File: config.mk
export PLATFORM = sky130hd
export DESIGN_NAME = ram_alu_master_flat
export DESIGN_NICKNAME = d
export VERILOG_FILES = /design/src/rtl/ram_alu_if.sv /design/src/rtl/ram_alu_master.sv /design/src/flat_wrapper.sv
export SDC_FILE = /design/constraint.sdc
export NUM_CORES = 1
export LEC_CHECK = 0
export ABC_CLOCK_PERIOD_IN_PS = 1770
export BUFFER_PORTS_ARGS = -buffer_cell sky130_fd_sc_hd__buf_2
export CAP_MARGIN = 20
export CORE_MARGIN = 2
export CORE_UTILIZATION = 45
export DETAILED_ROUTE_END_ITERATION = 8
export PLACE_DENSITY = 0.74
export SYNTH_ARGS = -nofsm -noshare
export SYNTH_HDL_FRONTEND = slang
export SYNTH_SLANG_ARGS = --single-unit
File: constraint.sdc
create_clock -name clk -period 1.77 [get_ports clk]
set_input_delay 0.0885 -clock clk [delete_from_list [all_inputs] [get_ports clk]]
set_output_delay 0.0885 -clock clk [all_outputs]
set_load 0.03 [all_outputs]
File: src/rtl/ram_alu_if.sv
// ram_alu_if: bundles the request/response handshake and the RAM_ALU bus
// driven by ram_alu_master.
//   master modport : the sequencer side (drives req_ready, rsp_*, alu_* except alu_dout)
//   slave modport  : the client/slave side (drives req_*, rsp_ready, alu_dout)
// Signals:
//   req_valid/req_ready/req_op/req_x/req_y  request port
//   rsp_valid/rsp_ready/rsp_data/rsp_err    response port
//   alu_e/alu_op/alu_din/alu_addr/alu_w/alu_r/alu_dout  RAM_ALU bus
interface ram_alu_if #(
  parameter int DATA_W = 16,
  parameter int RES_W  = 32
);
  logic              req_valid;
  logic              req_ready;
  logic [1:0]        req_op;
  logic [DATA_W-1:0] req_x;
  logic [DATA_W-1:0] req_y;
  logic              rsp_valid;
  logic              rsp_ready;
  logic [RES_W-1:0]  rsp_data;
  logic              rsp_err;
  logic              alu_e;
  logic [1:0]        alu_op;
  logic [DATA_W-1:0] alu_din;
  logic [1:0]        alu_addr;
  logic              alu_w;
  logic              alu_r;
  logic [RES_W-1:0]  alu_dout;

  modport master (
    input  req_valid, req_op, req_x, req_y, rsp_ready, alu_dout,
    output req_ready, rsp_valid, rsp_data, rsp_err,
    output alu_e, alu_op, alu_din, alu_addr, alu_w, alu_r
  );

  modport slave (
    output req_valid, req_op, req_x, req_y, rsp_ready, alu_dout,
    input  req_ready, rsp_valid, rsp_data, rsp_err,
    input  alu_e, alu_op, alu_din, alu_addr, alu_w, alu_r
  );
endinterface

File: src/rtl/ram_alu_master.sv
// ram_alu_master: initiator for a RAM_ALU slave. Accepts one (op, X, Y)
// request, writes X to addr 0, Y to addr 1, reads the result from addr 2 and
// returns it on the response port. All outputs are registered.
// Ports:
//   clk  rising-edge clock
//   rst  synchronous active-high reset
//   bus  ram_alu_if.master (request, response and RAM_ALU bus signals)
// Parameters:
//   DATA_W operand width, RES_W result width,
//   HOLD_CYC cycles per write phase (>=1), READ_LAT cycles of read before sampling (>=1)
module ram_alu_master #(
  parameter int DATA_W   = 16,
  parameter int RES_W    = 32,
  parameter int HOLD_CYC = 1,
  parameter int READ_LAT = 2
) (
  input logic      clk,
  input logic      rst,
  ram_alu_if.master bus
);

  localparam int MAX_CYC = (HOLD_CYC > READ_LAT) ? HOLD_CYC : READ_LAT;
  localparam int CNT_W   = $clog2(MAX_CYC + 1);
  localparam logic [CNT_W-1:0] HOLD_LAST = CNT_W'(HOLD_CYC - 1);
  localparam logic [CNT_W-1:0] READ_LAST = CNT_W'(READ_LAT - 1);
  localparam logic [CNT_W-1:0] CNT_ZERO  = CNT_W'(0);
  localparam logic [CNT_W-1:0] CNT_ONE   = CNT_W'(1);

  typedef enum logic [2:0] {
    S_IDLE = 3'd0,
    S_WR_X = 3'd1,
    S_WR_Y = 3'd2,
    S_RD   = 3'd3,
    S_RESP = 3'd4
  } state_t;

  state_t            state_r;
  logic [CNT_W-1:0]  cnt_r;
  logic [DATA_W-1:0] y_r;
  logic              err_r;

  logic              req_ready_r;
  logic              rsp_valid_r;
  logic [RES_W-1:0]  rsp_data_r;
  logic              rsp_err_r;
  logic              alu_e_r;
  logic [1:0]        alu_op_r;
  logic [DATA_W-1:0] alu_din_r;
  logic [1:0]        alu_addr_r;
  logic              alu_w_r;
  logic              alu_r_r;

  // Divisor-zero flag: op1/op2 divide by Y, op3 divides by X-Y.
  function automatic logic div_zero(input logic [1:0] op,
                                    input logic [DATA_W-1:0] x,
                                    input logic [DATA_W-1:0] y);
    logic res;
    case (op)
      2'd1:    res = (y == '0);
      2'd2:    res = (y == '0);
      2'd3:    res = (x == y);
      default: res = 1'b0;
    endcase
    return res;
  endfunction

  // Sequencer: outputs are loaded for the state being entered, so each bus
  // phase appears on the cycle right after the edge that starts it.
  always_ff @(posedge clk) begin
    if (rst) begin
      state_r     <= S_IDLE;
      cnt_r       <= CNT_ZERO;
      y_r         <= '0;
      err_r       <= 1'b0;
      req_ready_r <= 1'b1;
      rsp_valid_r <= 1'b0;
      rsp_data_r  <= '0;
      rsp_err_r   <= 1'b0;
      alu_e_r     <= 1'b0;
      alu_op_r    <= 2'd0;
      alu_din_r   <= '0;
      alu_addr_r  <= 2'd0;
      alu_w_r     <= 1'b0;
      alu_r_r     <= 1'b0;
    end else begin
      case (state_r)
        S_IDLE: begin
          if (bus.req_valid && req_ready_r) begin
            y_r         <= bus.req_y;
            err_r       <= div_zero(bus.req_op, bus.req_x, bus.req_y);
            req_ready_r <= 1'b0;
            alu_e_r     <= 1'b1;
            alu_op_r    <= bus.req_op;
            alu_addr_r  <= 2'd0;
            alu_din_r   <= bus.req_x;
            alu_w_r     <= 1'b1;
            alu_r_r     <= 1'b0;
            cnt_r       <= HOLD_LAST;
            state_r     <= S_WR_X;
          end else begin
            req_ready_r <= 1'b1;
          end
        end
        S_WR_X: begin
          if (cnt_r == CNT_ZERO) begin
            alu_addr_r <= 2'd1;
            alu_din_r  <= y_r;
            cnt_r      <= HOLD_LAST;
            state_r    <= S_WR_Y;
          end else begin
            cnt_r <= cnt_r - CNT_ONE;
          end
        end
        S_WR_Y: begin
          if (cnt_r == CNT_ZERO) begin
            alu_addr_r <= 2'd2;
            alu_w_r    <= 1'b0;
            alu_r_r    <= 1'b1;
            cnt_r      <= READ_LAST;
            state_r    <= S_RD;
          end else begin
            cnt_r <= cnt_r - CNT_ONE;
          end
        end
        S_RD: begin
          if (cnt_r == CNT_ZERO) begin
            // Sample the slave at the edge closing the last read cycle.
            rsp_data_r  <= bus.alu_dout;
            rsp_valid_r <= 1'b1;
            rsp_err_r   <= err_r;
            alu_e_r     <= 1'b0;
            alu_w_r     <= 1'b0;
            alu_r_r     <= 1'b0;
            state_r     <= S_RESP;
          end else begin
            cnt_r <= cnt_r - CNT_ONE;
          end
        end
        S_RESP: begin
          // req_ready only rises after the handshake edge: no same-cycle re-accept.
          if (bus.rsp_ready) begin
            rsp_valid_r <= 1'b0;
            req_ready_r <= 1'b1;
            state_r     <= S_IDLE;
          end else begin
            rsp_valid_r <= 1'b1;
          end
        end
        default: begin
          state_r     <= S_IDLE;
          req_ready_r <= 1'b1;
          rsp_valid_r <= 1'b0;
          alu_e_r     <= 1'b0;
          alu_w_r     <= 1'b0;
          alu_r_r     <= 1'b0;
        end
      endcase
    end
  end

  assign bus.req_ready = req_ready_r;
  assign bus.rsp_valid = rsp_valid_r;
  assign bus.rsp_data  = rsp_data_r;
  assign bus.rsp_err   = rsp_err_r;
  assign bus.alu_e     = alu_e_r;
  assign bus.alu_op    = alu_op_r;
  assign bus.alu_din   = alu_din_r;
  assign bus.alu_addr  = alu_addr_r;
  assign bus.alu_w     = alu_w_r;
  assign bus.alu_r     = alu_r_r;

endmodule

File: src/flat_wrapper.sv
// flat-port wrapper written by rule: the top's interface ports become plain ports
module ram_alu_master_flat 
#(
  parameter int DATA_W   = 16,
  parameter int RES_W    = 32,
  parameter int HOLD_CYC = 1,
  parameter int READ_LAT = 2
)
  (clk, rst, bus_req_valid, bus_req_op, bus_req_x, bus_req_y, bus_rsp_ready, bus_alu_dout, bus_req_ready, bus_rsp_valid, bus_rsp_data, bus_rsp_err, bus_alu_e, bus_alu_op, bus_alu_din, bus_alu_addr, bus_alu_w, bus_alu_r);
  ram_alu_if #(.DATA_W(DATA_W), .RES_W(RES_W)) bus_i ();
  input logic clk;
  input logic rst;
  input wire logic [$bits(bus_i.req_valid)-1:0] bus_req_valid;
  input wire logic [$bits(bus_i.req_op)-1:0] bus_req_op;
  input wire logic [$bits(bus_i.req_x)-1:0] bus_req_x;
  input wire logic [$bits(bus_i.req_y)-1:0] bus_req_y;
  input wire logic [$bits(bus_i.rsp_ready)-1:0] bus_rsp_ready;
  input wire logic [$bits(bus_i.alu_dout)-1:0] bus_alu_dout;
  output wire logic [$bits(bus_i.req_ready)-1:0] bus_req_ready;
  output wire logic [$bits(bus_i.rsp_valid)-1:0] bus_rsp_valid;
  output wire logic [$bits(bus_i.rsp_data)-1:0] bus_rsp_data;
  output wire logic [$bits(bus_i.rsp_err)-1:0] bus_rsp_err;
  output wire logic [$bits(bus_i.alu_e)-1:0] bus_alu_e;
  output wire logic [$bits(bus_i.alu_op)-1:0] bus_alu_op;
  output wire logic [$bits(bus_i.alu_din)-1:0] bus_alu_din;
  output wire logic [$bits(bus_i.alu_addr)-1:0] bus_alu_addr;
  output wire logic [$bits(bus_i.alu_w)-1:0] bus_alu_w;
  output wire logic [$bits(bus_i.alu_r)-1:0] bus_alu_r;
  assign bus_i.req_valid = bus_req_valid;
  assign bus_i.req_op = bus_req_op;
  assign bus_i.req_x = bus_req_x;
  assign bus_i.req_y = bus_req_y;
  assign bus_i.rsp_ready = bus_rsp_ready;
  assign bus_i.alu_dout = bus_alu_dout;
  assign bus_req_ready = bus_i.req_ready;
  assign bus_rsp_valid = bus_i.rsp_valid;
  assign bus_rsp_data = bus_i.rsp_data;
  assign bus_rsp_err = bus_i.rsp_err;
  assign bus_alu_e = bus_i.alu_e;
  assign bus_alu_op = bus_i.alu_op;
  assign bus_alu_din = bus_i.alu_din;
  assign bus_alu_addr = bus_i.alu_addr;
  assign bus_alu_w = bus_i.alu_w;
  assign bus_alu_r = bus_i.alu_r;
  ram_alu_master #(.DATA_W(DATA_W), .RES_W(RES_W), .HOLD_CYC(HOLD_CYC), .READ_LAT(READ_LAT)) u_core (.clk(clk), .rst(rst), .bus(bus_i));
endmodule
Word level (Yosys, flattened, before mapping). Index checks and enable logic that the tools add are counted.

Reduce and logical (&&, ||, !) cells: 24. $add $sub $neg: 1. Equality and inequality tests: 15. Mux-type cells: 30. Bitwise operators: 4.

Operator list (number): two-way mux 16 bit (2); one-hot mux 16 bit (2 select lines) (1); == test 16 bit (1); logical NOT 16 bit (1); two-way mux 3 bit (5); one-hot mux 3 bit (5 select lines) (1); two-way mux 2 bit (6); one-hot mux 1 bit (3 select lines) (4); AND reduction 3 bit (4); inequality test 2 x 1 -> 1 bit, second input constant (5); OR reduction 3 bit (3); one-hot mux 2 bit (4 select lines) (1); AND reduction 2 bit (4); AND reduction 4 bit (2); two-way mux 1 bit (7); == test 3 x 2 -> 1 bit, second input constant (2); one-hot mux 2 bit (3 select lines) (1); OR reduction 2 bit (3); AND reduction 5 bit (1); == test 2 bit, second input constant (2); inequality test 2 bit, second input constant (2); NOT 1 bit (4); one-hot mux 1 bit (4 select lines) (1); nonzero test 4 bit (1); 10 further kinds (10).

Register bits after elaboration: 80. Word-level logic and storage cells: 88. Output and inout bits: 58. Input bits: 70.

Logic depth before layout (Yosys ltp).
Depth after elaboration: 4. Mapped depth: 7. Depth with buffers taken out: 6.

Worst setup path after synthesis. OpenSTA, ideal clock, no wires.

Path kind: reg2reg. Start point: register u_core.cnt_r[0]. End point: register u_core.rsp_data_r[7] (netlist: u_core.bus.rsp_data[7]). Arrival: 1509 ps. Library setup time: 71 ps. Path slack: 190 ps. Cell stages (with the launch flop): 8. Clock period less this slack: 1580 ps. Path buffers: 1. Data required time: 1699 ps. Path through: dfxtp_1 inv_1 ha_1 and3b_1 nand2_1 clkbuf_1 nand2_1 a21oi_1.

Word-level cells in the longest chain between the ends: 2.

RTL lines: from (decl) (line ram_alu_master.sv:38) `logic [CNT_W-1:0] cnt_r;`; from (signal assigned) (line ram_alu_master.sv:111) `cnt_r <= cnt_r - CNT_ONE;`; from (signal assigned) (line ram_alu_master.sv:122) `cnt_r <= cnt_r - CNT_ONE;`; from (signal assigned) (line ram_alu_master.sv:136) `cnt_r <= cnt_r - CNT_ONE;`; logical NOT 2 bit (line ram_alu_master.sv:126) `if (cnt_r == CNT_ZERO) begin`; AND reduction 2 bit (no source line); to (signal assigned) (line ram_alu_master.sv:128) `rsp_data_r <= bus.alu_dout;`; to (decl) (line ram_alu_master.sv:44) `logic [RES_W-1:0] rsp_data_r;`.

No other way between the ends. A chain may end at the register's enable or synchronous reset.

Final worst setup path.
Start point: register u_core.state_r[0]. End point: register u_core.y_r[5].

Word-level cells in the longest chain between the ends: 2.

RTL lines: from (decl) (line ram_alu_master.sv:37) `state_t state_r;`; from (signal assigned) (line ram_alu_master.sv:71) `state_r <= S_IDLE;`; from (signal assigned) (line ram_alu_master.sv:99) `state_r <= S_WR_X;`; from (signal assigned) (line ram_alu_master.sv:109) `state_r <= S_WR_Y;`; logical NOT 3 bit (line ram_alu_master.sv:86) `case (state_r)`; AND reduction 2 bit (no source line); to (signal assigned) (line ram_alu_master.sv:89) `y_r <= bus.req_y;`; to (decl) (line ram_alu_master.sv:39) `logic [DATA_W-1:0] y_r;`.

No other way between the ends.

==> flow_summary.yaml <==
outcome:
  status: "finished clean"
finish:
  fillers: 652
  multiInputGateArea_um2: 1750
  final_layout_size_suffix_gt1_share_pct: 29.6
  nets: 645
  area_delta_synth_final_pct: 36.8
  n_antenna_cell: 0
  fin_util_pct: 63.0
  instances_no_fill: 677
  seqCellArea_um2: 1600
worst_setup_path:
  cp_num_buf_inv: 0
  critPathMaxFanout: 18
  cp_cell_sequence: "nor2_1 > nand4_2 > nand2_1 > a21oi_1"
  critPathRequiredTime_ns: 1.99
  cp.arrival_ns: 1.88
  cp-start-kind: "register"
  critical_path_class: "register to register"
  crit_family: "simple AND/OR/NAND/NOR gates"
  cp-end-kind: "register"
  critPathSlowestCell: "nand4_2"
  slowest_delay_ns: 0.50
timing:
  fin_crit_sh_pct: 94.0
  relSlewSlack_pct: 65.9
  worst_pin_slew_ns: 0.510
  tns_ns: 0
  finalSetupViolations: 0
  finalHoldViolations: 0
  clock-skew-final_ns: 0.0103
  fin_hold_ws_ns: 0.0101
  maxClockFrequency_ghz: 0.601
  rsz0062_at_grt: "true"
  fin_ws_ns: 0.106
  min_period_ns: 1.66
  drv_slew: 0
synth:
  synth_area_leaders: "dfxtp_1, nand2_1, a21oi_1"
  synthMuxAreaShare_pct: 4.87
  async_flop_share_pct: 0
  ys_ff_latch: 80
  netlist_area_um2: 3520
  synth_top_area_share_pct: 45.5
  synth.distinct_cells: 44
  ys_warn_count: 0
  synth_flop_cell: "dfxtp_1"
  synth_compound_area_share_pct: 17.4
  synth-edff-count: 0
  synth_xor_xnor_area_share_pct: 4.48
  synth_nets: 493
  yosysSeqAreaShare_pct: 45.5
  synth_cells: 418
  synthAdderAreaFrac_pct: 1.78
  synth_top_family_by_area: "simple AND/OR/NAND/NOR gates"
  synth_area_leader_cell: "dfxtp_1"
  yosys.area_share.simple_pct: 20.8
  avgSynthCellArea_um2: 8.42
floorplanning:
  die_w_um: 92.5
  io_pins: 128
  rows: 32
  dieHeight_um: 92.5
  start_util_pct: 46.0
  die_area_um2: 8550
  core-area_um2: 7650
grt:
  grtUsageTotal_pct: 22.7
  grt_max_degree: 39
  antenna_found_initial: 0
  overflow: 0
  grt_pass1_wl_um: 15700
  grt_pass1_vias: 3422
power:
  vdd_ir_drop_max_mv: 0.576
  p_leak_uw: 0.00205
  power.density_nw_per_um2: 1320
clocking:
  tritoncts: "yes"
  post-cts-setup-buffers: 0
  clkLatencyLatePin_ns: 0.34
  cts_made_buffers: 9
  clk_pin_slew_ns: 0.08
  clock-sinks: 80
  htree_levels: 3
  cts_root_buffer: "clkbuf_8"
  clock_path_buffers: 2
min_path:
  hold_path_class: "input port to register"
drt:
  vias: 3475
  drtIter0Drc: 147
  dr.pass1.iters: 4
  via_per_inst: 5.13
  ant_nets: 0
  wl_per_cell_um: 14.0
  route.detailed.drc: 0
  finalWirelength_um: 9460
place:
  hpwl_um: 6460
  gp_congestion: 0.833
  place_inst: 630
  pre_cts_ws_ns: 0.0816
  io_buffers: 127
flow_run:
  drv_cap: 0
path summary, 6_finish.rpt:
check / end / slack [ns] / start / depth (start not counted)
max: u_core.y_r[5] / 0.11 / u_core.state_r[0] / 4
max reg2reg: u_core.y_r[5] / 0.11 / u_core.state_r[0] / 4
min: u_core.bus.rsp_data[13] / 0.01 / bus_alu_dout[13] / 3
min reg2reg: u_core.bus.rsp_data[7] / 0.46 / u_core.bus.rsp_data[7] / 2
repair_timing:
item | 4_1_cts | 5_1_grt
hold buffers | 31 | 0
gates resized for setup | 0 | 1
hold endpoints to repair | 31 | 0
endpoints found under the setup margin | 0 | 24
layout make-up:
class	count	share of cell area, %
inverter	9	0.701
sequential	80	33.2
tap	102	2.65
multi-input combinational	301	36.4
clock inverter	5	2.16
clock buffer	11	2.73
timing repair buffer	169	22.1
per-stage QoR:
step                cell area (um^2)  power (uW)
floorplan                       3520        4070
global placement                4270        4660
detailed placement              4270        4720
CTS                             4810        6370
global route                    4820        6720
finish                          4820        6340
layer usage:
| layer | GRT usage (%) | share of wire [%] | up-vias |
|---|---|---|---|
| met5 | 0 | 0 | - |
| met4 | 7.84 | 2.2 | 0 |
| met3 | 5.04 | 6.7 | 18 |
| met2 | 39.0 | 49 | 131 |
| met1 | 28.0 | 42 | 1606 |
| li1 | - | - | 1720 |
where the power goes:
| part | internal [uW] | leakage [uW] | total [uW] | switching, uW |
|---|---|---|---|---|
| Sequential | 2120 | 0.000653 | 2310 | 189 |
| Clock | 942 | 0.000118 | 1600 | 662 |
| Combinational | 902 | 0.00128 | 2430 | 1530 |
| Total | 3960 | 0.00205 | 6340 | 2380 |
synth_stat cells (2+ instances only):
library cell  number
nor3_1             6
o21ai_0            6
buf_2             11
nor2_1            24
nand2b_1           2
nor2b_1            4
nand4_1            2
inv_1              9
xnor2_1            2
o31ai_1            2
xor2_1            16
a32oi_1            2
a21oi_1           59
nor4_1             8
dfxtp_1           80
a211oi_2          10
nand2_1          107
clkbuf_1          13
o22a_1             2
mux2i_1           16
a31oi_1            2
nand3b_1           3
a211oi_1           7
ha_1               5
registers in the layout, indices dropped and copies added (netlist names):
signal / cells
u_core.bus.alu_din: 16
u_core.bus.alu_w: 1
u_core.state_r: 3
u_core.bus.alu_op: 2
u_core.bus.alu_r: 1
u_core.bus.alu_e: 1
u_core.bus.rsp_err: 1
u_core.bus.rsp_valid: 1
u_core.bus.req_ready: 1
u_core.cnt_r: 2
u_core.bus.alu_addr: 2
u_core.y_r: 16
u_core.bus.rsp_data: 32
u_core.err_r: 1
cell families after synthesis:
kind of cell,after synthesis
AO/OA/AOI/OAI,96
buffers and inverters,37
flip-flops,80
AND/OR/NAND/NOR,165
adder cells (fa/ha/maj),5
XOR/XNOR,18
multiplexers,17
placed cells by master, fill, tap and decap left out, drive strengths merged, types with 3 or more instances in the layout:
cell type / netlist / layout
inv: 9 / 10
nand2: 107 / 107
nand4: 3 / 3
a21oi: 60 / 60
nor2b: 4 / 4
dlygate4sd3: 0 / 31
buf: 14 / 138
a211oi: 17 / 17
ha: 5 / 5
o21ai: 6 / 6
nor4: 8 / 8
nor2: 25 / 25
nor3: 7 / 7
mux2i: 16 / 16
clkbuf: 14 / 11
nand3b: 3 / 3
dfxtp: 80 / 80
xor2: 16 / 16
bufinv: 0 / 3
worst register-to-register path, cell delays in order, from the launching register on:
cell     delay [ns]
dfxtp_1        0.34
nor2_1         0.40
nand4_2        0.50
nand2_1        0.23
a21oi_1        0.08
No activity file was read; power rests on OpenSTA's default activity.
